$ cat config.mk
export PLATFORM = sky130hd
export DESIGN_NAME = bus_rr_arbiter
export DESIGN_NICKNAME = d
export VERILOG_FILES = /design/src/rtl/bus_arb_pkg.sv /design/src/rtl/rr_pick.sv /design/src/rtl/bus_rr_arbiter.sv
export SDC_FILE = /design/constraint.sdc
export NUM_CORES = 1
export LEC_CHECK = 0
export ABC_AREA = 0
export BUFFER_PORTS_ARGS = -buffer_cell sky130_fd_sc_hd__buf_2
export CAP_MARGIN = 20
export CORE_ASPECT_RATIO = 0.75
export CORE_MARGIN = 2
export CORE_UTILIZATION = 45
export DETAILED_ROUTE_END_ITERATION = 7
export PLACE_DENSITY_LB_ADDON = 0.25
export SYNTH_ARGS = -nofsm -noshare
export SYNTH_HDL_FRONTEND = slang
export SYNTH_SLANG_ARGS = --single-unit
$ cat constraint.sdc
create_clock -name i_clk -period 8.7 [get_ports i_clk]
set_clock_uncertainty 0.15 [all_clocks]
set_input_delay 2.61 -clock i_clk [delete_from_list [all_inputs] [get_ports i_clk]]
set_output_delay 2.61 -clock i_clk [all_outputs]
set_load 0.1 [all_outputs]
$ cat src/rtl/bus_arb_pkg.sv
// rtl/bus_arb_pkg.sv - shared types, defaults and helpers for the round-robin bus arbiter
//
// Purpose : state encoding, default parameter values, one-hot decode and
//           round-robin start-index helper used by bus_rr_arbiter and rr_pick.
// Ports   : none (package).
package bus_arb_pkg;

    typedef enum logic {
        IDLE = 1'b0,
        BUSY = 1'b1
    } state_t;

    localparam int DEF_NUM_M  = 3;
    localparam int DEF_NUM_S  = 2;
    localparam int DEF_SID_W  = 1;
    localparam int DEF_TO_CYC = 16;
    localparam int DEF_TO_W   = 5;

    // Indices of 32 or more decode to all-zero, which is what makes an
    // out-of-range slave id produce an empty select.
    function automatic logic [31:0] onehot(input int unsigned idx);
        onehot = 32'd1 << idx;
    endfunction

    // First index examined after 'last' in rotating order.
    function automatic int rr_next(input int last, input int n);
        rr_next = (last + 1) % n;
    endfunction

endpackage

$ cat src/rtl/rr_pick.sv
// rtl/rr_pick.sv - combinational rotating-priority picker
//
// Purpose : returns the first eligible requester after i_last in
//           round-robin order; masters in i_excl are never chosen.
// Ports   : i_req    [NUM_M-1:0] request vector
//           i_last   [2:0]       index granted most recently
//           i_excl   [NUM_M-1:0] masters excluded from this pick
//           o_valid              an eligible requester exists
//           o_winner [2:0]       index of the chosen requester
module rr_pick
    import bus_arb_pkg::*;
#(
    parameter int NUM_M = DEF_NUM_M
) (
    input  logic [NUM_M-1:0] i_req,
    input  logic [2:0]       i_last,
    input  logic [NUM_M-1:0] i_excl,
    output logic             o_valid,
    output logic [2:0]       o_winner
);

    logic [NUM_M-1:0] w_elig;
    int               w_start;
    logic             w_hi_v;
    logic             w_lo_v;
    logic [2:0]       w_hi;
    logic [2:0]       w_lo;

    assign w_elig  = i_req & ~i_excl;
    assign w_start = rr_next(int'(i_last), NUM_M);

    // Split eligible masters into those at/after the rotation start (hi) and
    // those before it (lo); a descending scan leaves the lowest index of each
    // group, and the hi group wins because it comes first in rotation.
    always_comb begin
        w_hi_v = 1'b0;
        w_lo_v = 1'b0;
        w_hi   = '0;
        w_lo   = '0;
        for (int i = NUM_M - 1; i >= 0; i--) begin
            if (w_elig[i]) begin
                if (i >= w_start) begin
                    w_hi_v = 1'b1;
                    w_hi   = 3'(i);
                end else begin
                    w_lo_v = 1'b1;
                    w_lo   = 3'(i);
                end
            end
        end
    end

    assign o_valid  = w_hi_v | w_lo_v;
    assign o_winner = w_hi_v ? w_hi : w_lo;

endmodule

$ cat src/rtl/bus_rr_arbiter.sv
// rtl/bus_rr_arbiter.sv - round-robin arbiter sharing one slave bus among NUM_M masters
//
// Purpose : grants one master at a time, decodes its slave id into a one-hot
//           slave select, holds the grant until ack falls, supports per-master
//           bus lock and an optional watchdog (macro BUS_RR_ARBITER_TIMEOUT_EN).
// Ports   : i_clk                     rising-edge clock
//           i_rst                     asynchronous active-high reset
//           i_req      [NUM_M-1:0]    level request per master
//           i_lock     [NUM_M-1:0]    per-master lock, sampled at transfer end
//           i_slave_id [NUM_M*SID_W-1:0] target slave per master
//           i_ack                     slave ack; transfer ends on its fall
//           o_gnt      [NUM_M-1:0]    registered one-hot grant
//           o_sel      [NUM_S-1:0]    registered one-hot slave select
//           o_busy                    a grant is held
//           o_owner    [2:0]          current grantee, 0 when idle
//           o_timeout                 one-cycle pulse on a watchdog release
module bus_rr_arbiter
    import bus_arb_pkg::*;
#(
    parameter int NUM_M  = DEF_NUM_M,
    parameter int NUM_S  = DEF_NUM_S,
    parameter int SID_W  = DEF_SID_W,
    parameter int TO_CYC = DEF_TO_CYC,
    parameter int TO_W   = DEF_TO_W
) (
    input  logic                   i_clk,
    input  logic                   i_rst,
    input  logic [NUM_M-1:0]       i_req,
    input  logic [NUM_M-1:0]       i_lock,
    input  logic [NUM_M*SID_W-1:0] i_slave_id,
    input  logic                   i_ack,
    output logic [NUM_M-1:0]       o_gnt,
    output logic [NUM_S-1:0]       o_sel,
    output logic                   o_busy,
    output logic [2:0]             o_owner,
    output logic                   o_timeout
);

    if (NUM_M < 2 || NUM_M > 8) begin : g_bad_num_m
        $error("bus_rr_arbiter: NUM_M must be in 2..8");
    end
    if (TO_W < $clog2(TO_CYC + 1)) begin : g_bad_to_w
        $error("bus_rr_arbiter: TO_W too narrow for TO_CYC");
    end

    state_t           r_state;
    logic [NUM_M-1:0] r_gnt;
    logic [NUM_S-1:0] r_sel;
    logic [2:0]       r_owner;
    logic [2:0]       r_last;
    logic             r_busy;
    logic             r_timeout;
    logic             r_ack_r;

    logic             w_is_busy;
    logic             w_done;
    logic             w_own_req;
    logic             w_own_lock;
    logic             w_abandon;
    logic             w_wd_fire;
    logic             w_keep;
    logic             w_release;
    logic             w_do_grant;
    logic             w_go_idle;
    logic             w_pick_v;
    logic [2:0]       w_pick;
    logic [2:0]       w_tgt;
    logic [SID_W-1:0] w_tgt_sid;
    logic [NUM_M-1:0] w_gnt_next;
    logic [NUM_S-1:0] w_sel_next;

    assign w_is_busy = (r_state == BUSY);
    assign w_done    = r_ack_r & ~i_ack;

    // r_gnt is the owner's one-hot mask while busy and zero while idle, so
    // it doubles as the owner selector and as the picker's exclude mask.
    assign w_own_req  = |(i_req & r_gnt);
    assign w_own_lock = |(i_lock & r_gnt);
    assign w_abandon  = w_is_busy & ~w_own_req & ~i_ack & ~r_ack_r;

    assign w_keep     = w_is_busy & w_done & w_own_lock & w_own_req;
    assign w_release  = w_is_busy & (w_done | w_abandon | w_wd_fire) & ~w_keep;

    rr_pick #(
        .NUM_M    (NUM_M)
    ) u_pick (
        .i_req    (i_req),
        .i_last   (r_last),
        .i_excl   (r_gnt),
        .o_valid  (w_pick_v),
        .o_winner (w_pick)
    );

    // A kept lock or a release with no other requester re-grants the owner.
    assign w_tgt      = (w_keep || !w_pick_v) ? r_owner : w_pick;
    assign w_do_grant = (!w_is_busy && w_pick_v) || w_keep ||
                        (w_release && (w_pick_v || w_own_req));
    assign w_go_idle  = w_release && !w_pick_v && !w_own_req;

    always_comb begin
        w_tgt_sid = '0;
        for (int m = 0; m < NUM_M; m++) begin
            if (w_tgt == 3'(m)) begin
                w_tgt_sid = i_slave_id[m*SID_W +: SID_W];
            end
        end
    end

    assign w_gnt_next = NUM_M'(onehot(32'(w_tgt)));
    assign w_sel_next = NUM_S'(onehot(32'(w_tgt_sid)));

`ifdef BUS_RR_ARBITER_TIMEOUT_EN
    logic [TO_W-1:0] r_wd;

    always_ff @(posedge i_clk or posedge i_rst) begin
        if (i_rst) begin
            r_wd <= '0;
        end else if (!w_is_busy || w_keep || w_release) begin
            r_wd <= '0;
        end else begin
            r_wd <= r_wd + 1'b1;
        end
    end

    // A genuine transfer end in the same cycle takes precedence over the dog.
    assign w_wd_fire = w_is_busy & (r_wd == TO_W'(TO_CYC - 1)) & ~w_done;
`else
    assign w_wd_fire = 1'b0;
`endif

    always_ff @(posedge i_clk or posedge i_rst) begin
        if (i_rst) begin
            r_state   <= IDLE;
            r_gnt     <= '0;
            r_sel     <= '0;
            r_owner   <= '0;
            r_last    <= 3'(NUM_M - 1);
            r_busy    <= 1'b0;
            r_timeout <= 1'b0;
            r_ack_r   <= 1'b0;
        end else begin
            // ack history runs across grant switches on purpose.
            r_ack_r   <= i_ack;
            r_timeout <= w_release & w_wd_fire;
            if (w_do_grant) begin
                r_state <= BUSY;
                r_gnt   <= w_gnt_next;
                r_sel   <= w_sel_next;
                r_owner <= w_tgt;
                r_last  <= w_tgt;
                r_busy  <= 1'b1;
            end else if (w_go_idle) begin
                r_state <= IDLE;
                r_gnt   <= '0;
                r_sel   <= '0;
                r_owner <= '0;
                r_busy  <= 1'b0;
            end
        end
    end

    assign o_gnt     = r_gnt;
    assign o_sel     = r_sel;
    assign o_busy    = r_busy;
    assign o_owner   = r_owner;
    assign o_timeout = r_timeout;

endmodule

==> out/results.ini, run 1 <==
[logic_synthesis]
synth_cells = 145
yosysWarningCount = 0
ys.flop_type = dfrtp_1
ys_seq_elements = 13
syn-num-nets = 163
synth-async-reset-ratio = 1.00
seq_area_frac_synth = 0.274
synth_enable_flop_cells = 0
synth.avg_cell_area_um2 = 8.21
syn_area_um2 = 1190
synth_cell_type_count = 47

[clocking]
ctsResizeCount = 0
h-tree-depth = 1
clkTransAtPathRegs_ns = 0.07
cts_tree = done
cts_hold_buf = 0
clockBufferDepth = 2
numClockSinks = 13
postCtsSetupRepairBufs = 0
numCtsBuffers = 3
clk_latency_ns = 0.28
cts_root_buf = clkbuf_4

[place]
dp_worst_setup_slack_ns = 3.18
io_buffers = 20
place_congestion = 0.882
post-dp-hpwl_um = 2190
dp.cells = 199

[flow_run]
cap_violations = 0

[setup_path]
worst-path-buf-inv = 1
critPathArrivalTime_ns = 5.56
endpoint_kind = flop
slowest_stage = o41ai_1
cp-start-kind = flop
cp.required_ns = 8.72
critPathMaxStageDelay_ns = 0.85
path_delay_family = compound AO/OA/AOI/OAI gates
crit_top_cell = ha_1
crit_type = reg2reg
cp_max_fo = 7
crit_chain = ha_1 -> nor2b_1 -> a21boi_2 -> inv_2 -> ha_1 -> ha_1 -> a41o_1 -> nand2_1 -> o21ai_0 -> or2_2 -> ha_1 -> nor4b_1 -> o22ai_1 -> mux2i_1 -> a31oi_1 -> o41ai_1 -> mux2i_1 -> o22ai_1 -> a32o_1

[sta]
slew_headroom = 0.365
report.final.hold_viol_count = 0
fin_setup_tns_ns = 0
setup_viol = 0
rsz0062_at_grt = no
worst_slack_ns = 3.16
max_freq_mhz = 181
drv_slew = 0
worst_pin_slew_ns = 0.940
period_minus_slack_ns = 5.54
finalCritPeriodShare = 0.636

[floorplan]
die-area_um2 = 3080
ioPinCount = 22
initial_core_util = 0.465
core_um2 = 2560
die_y_um = 48.6
die_w_um = 63.4
num_rows = 16

[drt]
final_antenna_net_count = 0
drt_iter0_markers = 79
firstDrtPassIters = 5
drc_errors = 0
wl_um = 2770
via_count = 1193
wl_per_cell_um = 13.6
vias_per_cell = 5.88

[layout]
layout-drive-gt1-share = 0.204
nets = 186
area_delta_synth_final_pct = 13.1
n_antenna_cell = 0
fin_cells = 203
nFillCells = 267

[global_routing]
antenna_found_initial = 0
grt_max_degree = 14
grtUsageTotal = 0.186
grt_pass1_wl_um = 4590
grt_pass1_vias = 1018
overflow = 0

[worst_hold_path]
min_path_type = reg2reg

[run_status]
status = completed

## worst register-to-register path, stage by stage (launching register included)
cell,delay (ns)
dfstp_2,0.58
ha_1,0.26
nor2b_1,0.11
a21boi_2,0.22
inv_2,0.10
ha_1,0.21
ha_1,0.25
a41o_1,0.28
nand2_1,0.07
o21ai_0,0.12
or2_2,0.35
ha_1,0.26
nor4b_1,0.32
o22ai_1,0.23
mux2i_1,0.25
a31oi_1,0.13
o41ai_1,0.85
mux2i_1,0.33
o22ai_1,0.10
a32o_1,0.26
## layout make-up
| type | instances | area, µm² | area share |
|---|---|---|---|
| flip-flops and latches | 13 | 327 | 0.242 |
| inverters | 9 | 33.8 | 0.0251 |
| repair buffers | 20 | 100 | 0.0743 |
| clock buffers | 4 | 26.3 | 0.0195 |
| multi-input cells | 121 | 816 | 0.605 |
| well taps | 36 | 45.0 | 0.0334 |
## state kept, by name (all words and copies together) (netlist names)
register,flops
o_busy,1
o_gnt,3
o_owner,3
o_sel,2
r_ack_r,1
r_last,3
## kinds of logic after synthesis
family,after synthesis,synth area share
other cells,1,0.00315
mux,6,0.0525
flops,13,0.274
buf+inv,11,0.0410
fa+ha+maj,6,0.0630
simple gates,59,0.261
compound gates,49,0.306
## worst paths after layout
path	start	end	slack, ns	cells after the start
worst min register to register	o_sel[1]$_DFFE_PP0P_	o_sel[1]$_DFFE_PP0P_	0.35	1
worst max register to register	r_last[1]$_DFFE_PP1P_	o_sel[1]$_DFFE_PP0P_	3.16	19
worst max-delay path	r_last[1]$_DFFE_PP1P_	o_sel[1]$_DFFE_PP0P_	3.16	19
min in group asynchronous	i_rst	o_gnt[1]$_DFFE_PP0P_	2.19	2
worst min-delay path	o_sel[1]$_DFFE_PP0P_	o_sel[1]$_DFFE_PP0P_	0.35	1
max in group asynchronous	i_rst	r_last[1]$_DFFE_PP1P_	5.86	2
## synthesized netlist by cell type (2+ instances only)
cell type	instances	area, µm²
nand2_1	19	71.3
dfrtp_1	12	300
o21ai_0	12	60.1
nor2_1	10	37.5
inv_1	8	30.0
ha_1	6	75.1
a21o_1	5	37.5
a21oi_1	5	25.0
nand2b_1	5	31.3
mux2i_1	4	40.0
nand3_1	3	15.0
nand3b_1	3	22.5
nor2b_1	3	18.8
nor3_1	3	15.0
or2_2	3	18.8
a211oi_1	2	15.0
a222oi_1	2	20.0
a31oi_1	2	12.5
a41o_1	2	20.0
and2_1	2	12.5
and3b_1	2	17.5
buf_4	2	15.0
mux2_2	2	22.5
nor4b_1	2	17.5
o22ai_1	2	12.5
o2bb2ai_1	2	17.5
o31ai_1	2	15.0
## routing by layer
metal  track usage  part of all wire  vias to the layer above
met5             0                 0                        -
met4        0.0435            0.0047                        0
met3        0.0395             0.069                        2
met2         0.274              0.44                       46
met1         0.278              0.49                      556
li1              -                 -                      589
## per-stage QoR
step | area (µm²) | hold slack (ns) | utilization
floorplan | 1190 | 0.356 | -
global placement | 1320 | 0.328 | 0.516
detailed placement | 1320 | 0.340 | 0.516
CTS | 1350 | 0.361 | 0.526
global route | 1350 | 0.389 | 0.526
finish | 1350 | 0.354 | 0.526
## layout by cell type, fill, tap and decap left out, drive strengths merged, types with 3 or more instances in the layout
master / count
buf: 20
nand2: 19
o21ai: 13
dfrtp: 12
nor2: 10
inv: 9
ha: 6
nand2b: 5
a21oi: 5
a21o: 5
mux2i: 4
clkbuf: 4
nand3: 3
nor3: 3
nand3b: 3
nor2b: 3
or2: 3
Power of run 1 is left out: the tool's default activity adds up to more than one toggle a clock period on the data nets, which glitch-free logic cannot reach.
==> run 2: changes to the inputs <==
==> constraint.sdc (replaced) <==
create_clock -name i_clk -period 4.6 [get_ports i_clk]
set_clock_uncertainty 0.15 [all_clocks]
set_input_delay 1.38 -clock i_clk [delete_from_list [all_inputs] [get_ports i_clk]]
set_output_delay 1.38 -clock i_clk [all_outputs]
set_load 0.1 [all_outputs]
==> run 2 against run 1 <==
Net effect: first-iteration DRC count grew 77%; fmax grew 24%; sequential cell count is the same; critical path type unchanged; largest cell class unchanged; worst setup slack lost 3.0 ns; cell area grew 25%; register-to-register slack lost 3.0 ns; sequential share of layout area shrank 4.7 points; non-clock buffer count grew 27; worst hold slack gained 0.026 ns; critical path depth grew 3; global-route usage grew 5.5 points.
==> out/results.ini, run 2 (synthesis results as in run 1) <==
[drt]
drc_errors = 0  ; unchanged
drt_iter0_markers = 140  ; +77%
vias_per_cell = 5.85  ; -0.42%
wl_per_cell_um = 15.7  ; +15%
wl_um = 3610  ; +31%
final_antenna_net_count = 0  ; unchanged
firstDrtPassIters = 5  ; unchanged
via_count = 1346  ; +13%

[layout]
final_common_cell = buf_4
layout-drive-gt1-share = 0.402  ; +0.198
nFillCells = 228  ; -15%
final_cell_mix = 27 x buf_4, 20 x buf_2, 19 x nand2_1
area_delta_synth_final_pct = 41.1
fin_cells = 230  ; +13%
n_antenna_cell = 0  ; unchanged
fin_area_um2 = 1680  ; +25%
nets = 213  ; +15%

[setup_path]
crit_type = reg2reg
critPathMaxStageDelay_ns = 0.58  ; -0.27 ns
cp-start-kind = flop
cp.required_ns = 4.61  ; -4.11 ns
crit_chain = ha_4 -> nor2b_1 -> a21boi_2 -> inv_2 -> ha_2 -> ha_2 -> a41o_1 -> nand2_1 -> o21ai_1 -> or2_4 -> ha_4 -> nor4b_4 -> o22ai_2 -> buf_4 -> buf_4 -> mux2_2 -> nor3_2 -> o41ai_2 -> buf_4 -> mux2i_1 -> o22ai_1 -> a32o_1
path_delay_family = compound AO/OA/AOI/OAI gates
r2r_cells = 22  ; +3
slowest_stage = dfstp_2
endpoint_kind = flop
crit_top_cell = buf_4
worst-path-buf-inv = 4  ; +3
r2r-end = o_sel[1]$_DFFE_PP0P_
ff2ff_setup_slack_ns = 0.12  ; -3.05 ns
critPathArrivalTime_ns = 4.49  ; -1.07 ns
r2r-start = r_last[1]$_DFFE_PP1P_
cp_max_fo = 5  ; -2

[clocking]
h-tree-depth = 1  ; unchanged
cts_tree = done
numCtsBuffers = 3  ; unchanged
cts_hold_buf = 0  ; unchanged
clk_latency_ns = 0.27  ; about the same
numClockSinks = 13  ; unchanged
clockBufferDepth = 2  ; unchanged
cts_root_buf = clkbuf_4
clkTransAtPathRegs_ns = 0.08  ; about the same

[pwr]
peakVddDrop_mv = 0.386
fin_total_pwr_w = 0.00146
p_leak_nw = 0.794
powerDensity_nw_per_um2 = 870

[sta]
max_freq_mhz = 223  ; +24%
period_minus_slack_ns = 4.48  ; -1.05 ns
setup_viol = 0  ; unchanged
whs_ns = 0.380  ; +0.0263 ns
drv_slew = 0  ; unchanged
worst_slack_ns = 0.118  ; -3.05 ns
worst_pin_slew_ns = 0.851  ; -0.0891 ns
slew_headroom = 0.428  ; +0.0628
finalCritPeriodShare = 0.974  ; +0.338
report.final.hold_viol_count = 0  ; unchanged

[global_routing]
grt_pass1_wl_um = 5870  ; +28%
antenna_found_initial = 0  ; unchanged
grtUsageTotal = 0.241  ; +0.0550
overflow = 0  ; unchanged
grt_max_degree = 14  ; unchanged
grt_pass1_vias = 1271  ; +25%

[floorplan]
initial_core_util = 0.465  ; unchanged
core_um2 = 2560  ; unchanged
num_rows = 16  ; unchanged
die_y_um = 48.6  ; unchanged
ioPinCount = 22  ; unchanged
die_w_um = 63.4  ; unchanged
die-area_um2 = 3080  ; unchanged

[flow_run]
cap_violations = 0  ; unchanged

[place]
place_area_um2 = 1470  ; +11%
io_buffers = 20  ; unchanged
dp.cells = 214  ; +7.5%
place_congestion = 0.874  ; -0.87%
post-dp-hpwl_um = 2690  ; +23%
dp_worst_setup_slack_ns = -0.151  ; -3.33 ns

[worst_hold_path]
min_delay_path_depth = 1  ; unchanged
hp-start = o_owner[1]$_DFFE_PP0P_
min_to = o_owner[1]$_DFFE_PP0P_
min_path_type = reg2reg

[run_status]
status = completed

## run 2: metal layers
| layer | vias up | share of wire | GRT usage |
|---|---|---|---|
| li1 | 642 | - | - |
| met1 | 634 | 0.44 | 0.330 |
| met2 | 68 | 0.48 | 0.409 |
| met3 | 2 | 0.075 | 0.0372 |
| met4 | 0 | 0.0036 | 0.0399 |
| met5 | - | 0 | 0 |
## run 2: worst max-delay path by stage
| stage | from | endpoint | slack (ns) | cells past startpoint |
|---|---|---|---|---|
| 2_1_floorplan | r_last[1]$_DFFE_PP1P_ | o_sel[1]$_DFFE_PP0P_ | -0.005 | 19 |
| 3_3_place_gp | r_last[1]$_DFFE_PP1P_ | o_owner[1]$_DFFE_PP0P_ | 0.04 | 18 |
| 3_5_place_dp | r_last[1]$_DFFE_PP1P_ | o_sel[1]$_DFFE_PP0P_ | -0.15 | 21 |
| 4_1_cts | r_last[1]$_DFFE_PP1P_ | o_owner[1]$_DFFE_PP0P_ | 0.04 | 19 |
| 5_1_grt | r_last[1]$_DFFE_PP1P_ | o_sel[1]$_DFFE_PP0P_ | -0.01 | 22 |
| 6_report | r_last[1]$_DFFE_PP1P_ | o_sel[1]$_DFFE_PP0P_ | 0.12 | 22 |
## run 2: power breakdown
group | switching [W] | internal [W]
Sequential | 0.0000472 | 0.000155
Clock | 0.0000366 | 0.0000336
Combinational | 0.000678 | 0.000512
## run 2: repair_timing
action,in CTS,in global routing
setup endpoints to repair,4,6
setup buffers,7,5
pin swaps,3,11
gates resized for setup,7,10
## run 2: area by class of cell
cell class,instances,area (µm²),area share
Tap cell,36,45.0,0.0268
Sequential cell,13,328,0.195
Multi-Input combinational cell,121,945,0.562
Inverter,9,33.8,0.0201
Timing Repair Buffer,47,303,0.180
Clock buffer,4,26.3,0.0156
## run 2: through the flow
step | utilization | TNS (ns)
after detailed placement | 0.573 | -0.327
final | 0.656 | 0
after global routing | 0.656 | -0.0286
after CTS | 0.622 | 0
after floorplan | - | -0.00488
after global placement | 0.573 | 0
Note: power is estimated with default switching activity, not from simulation.
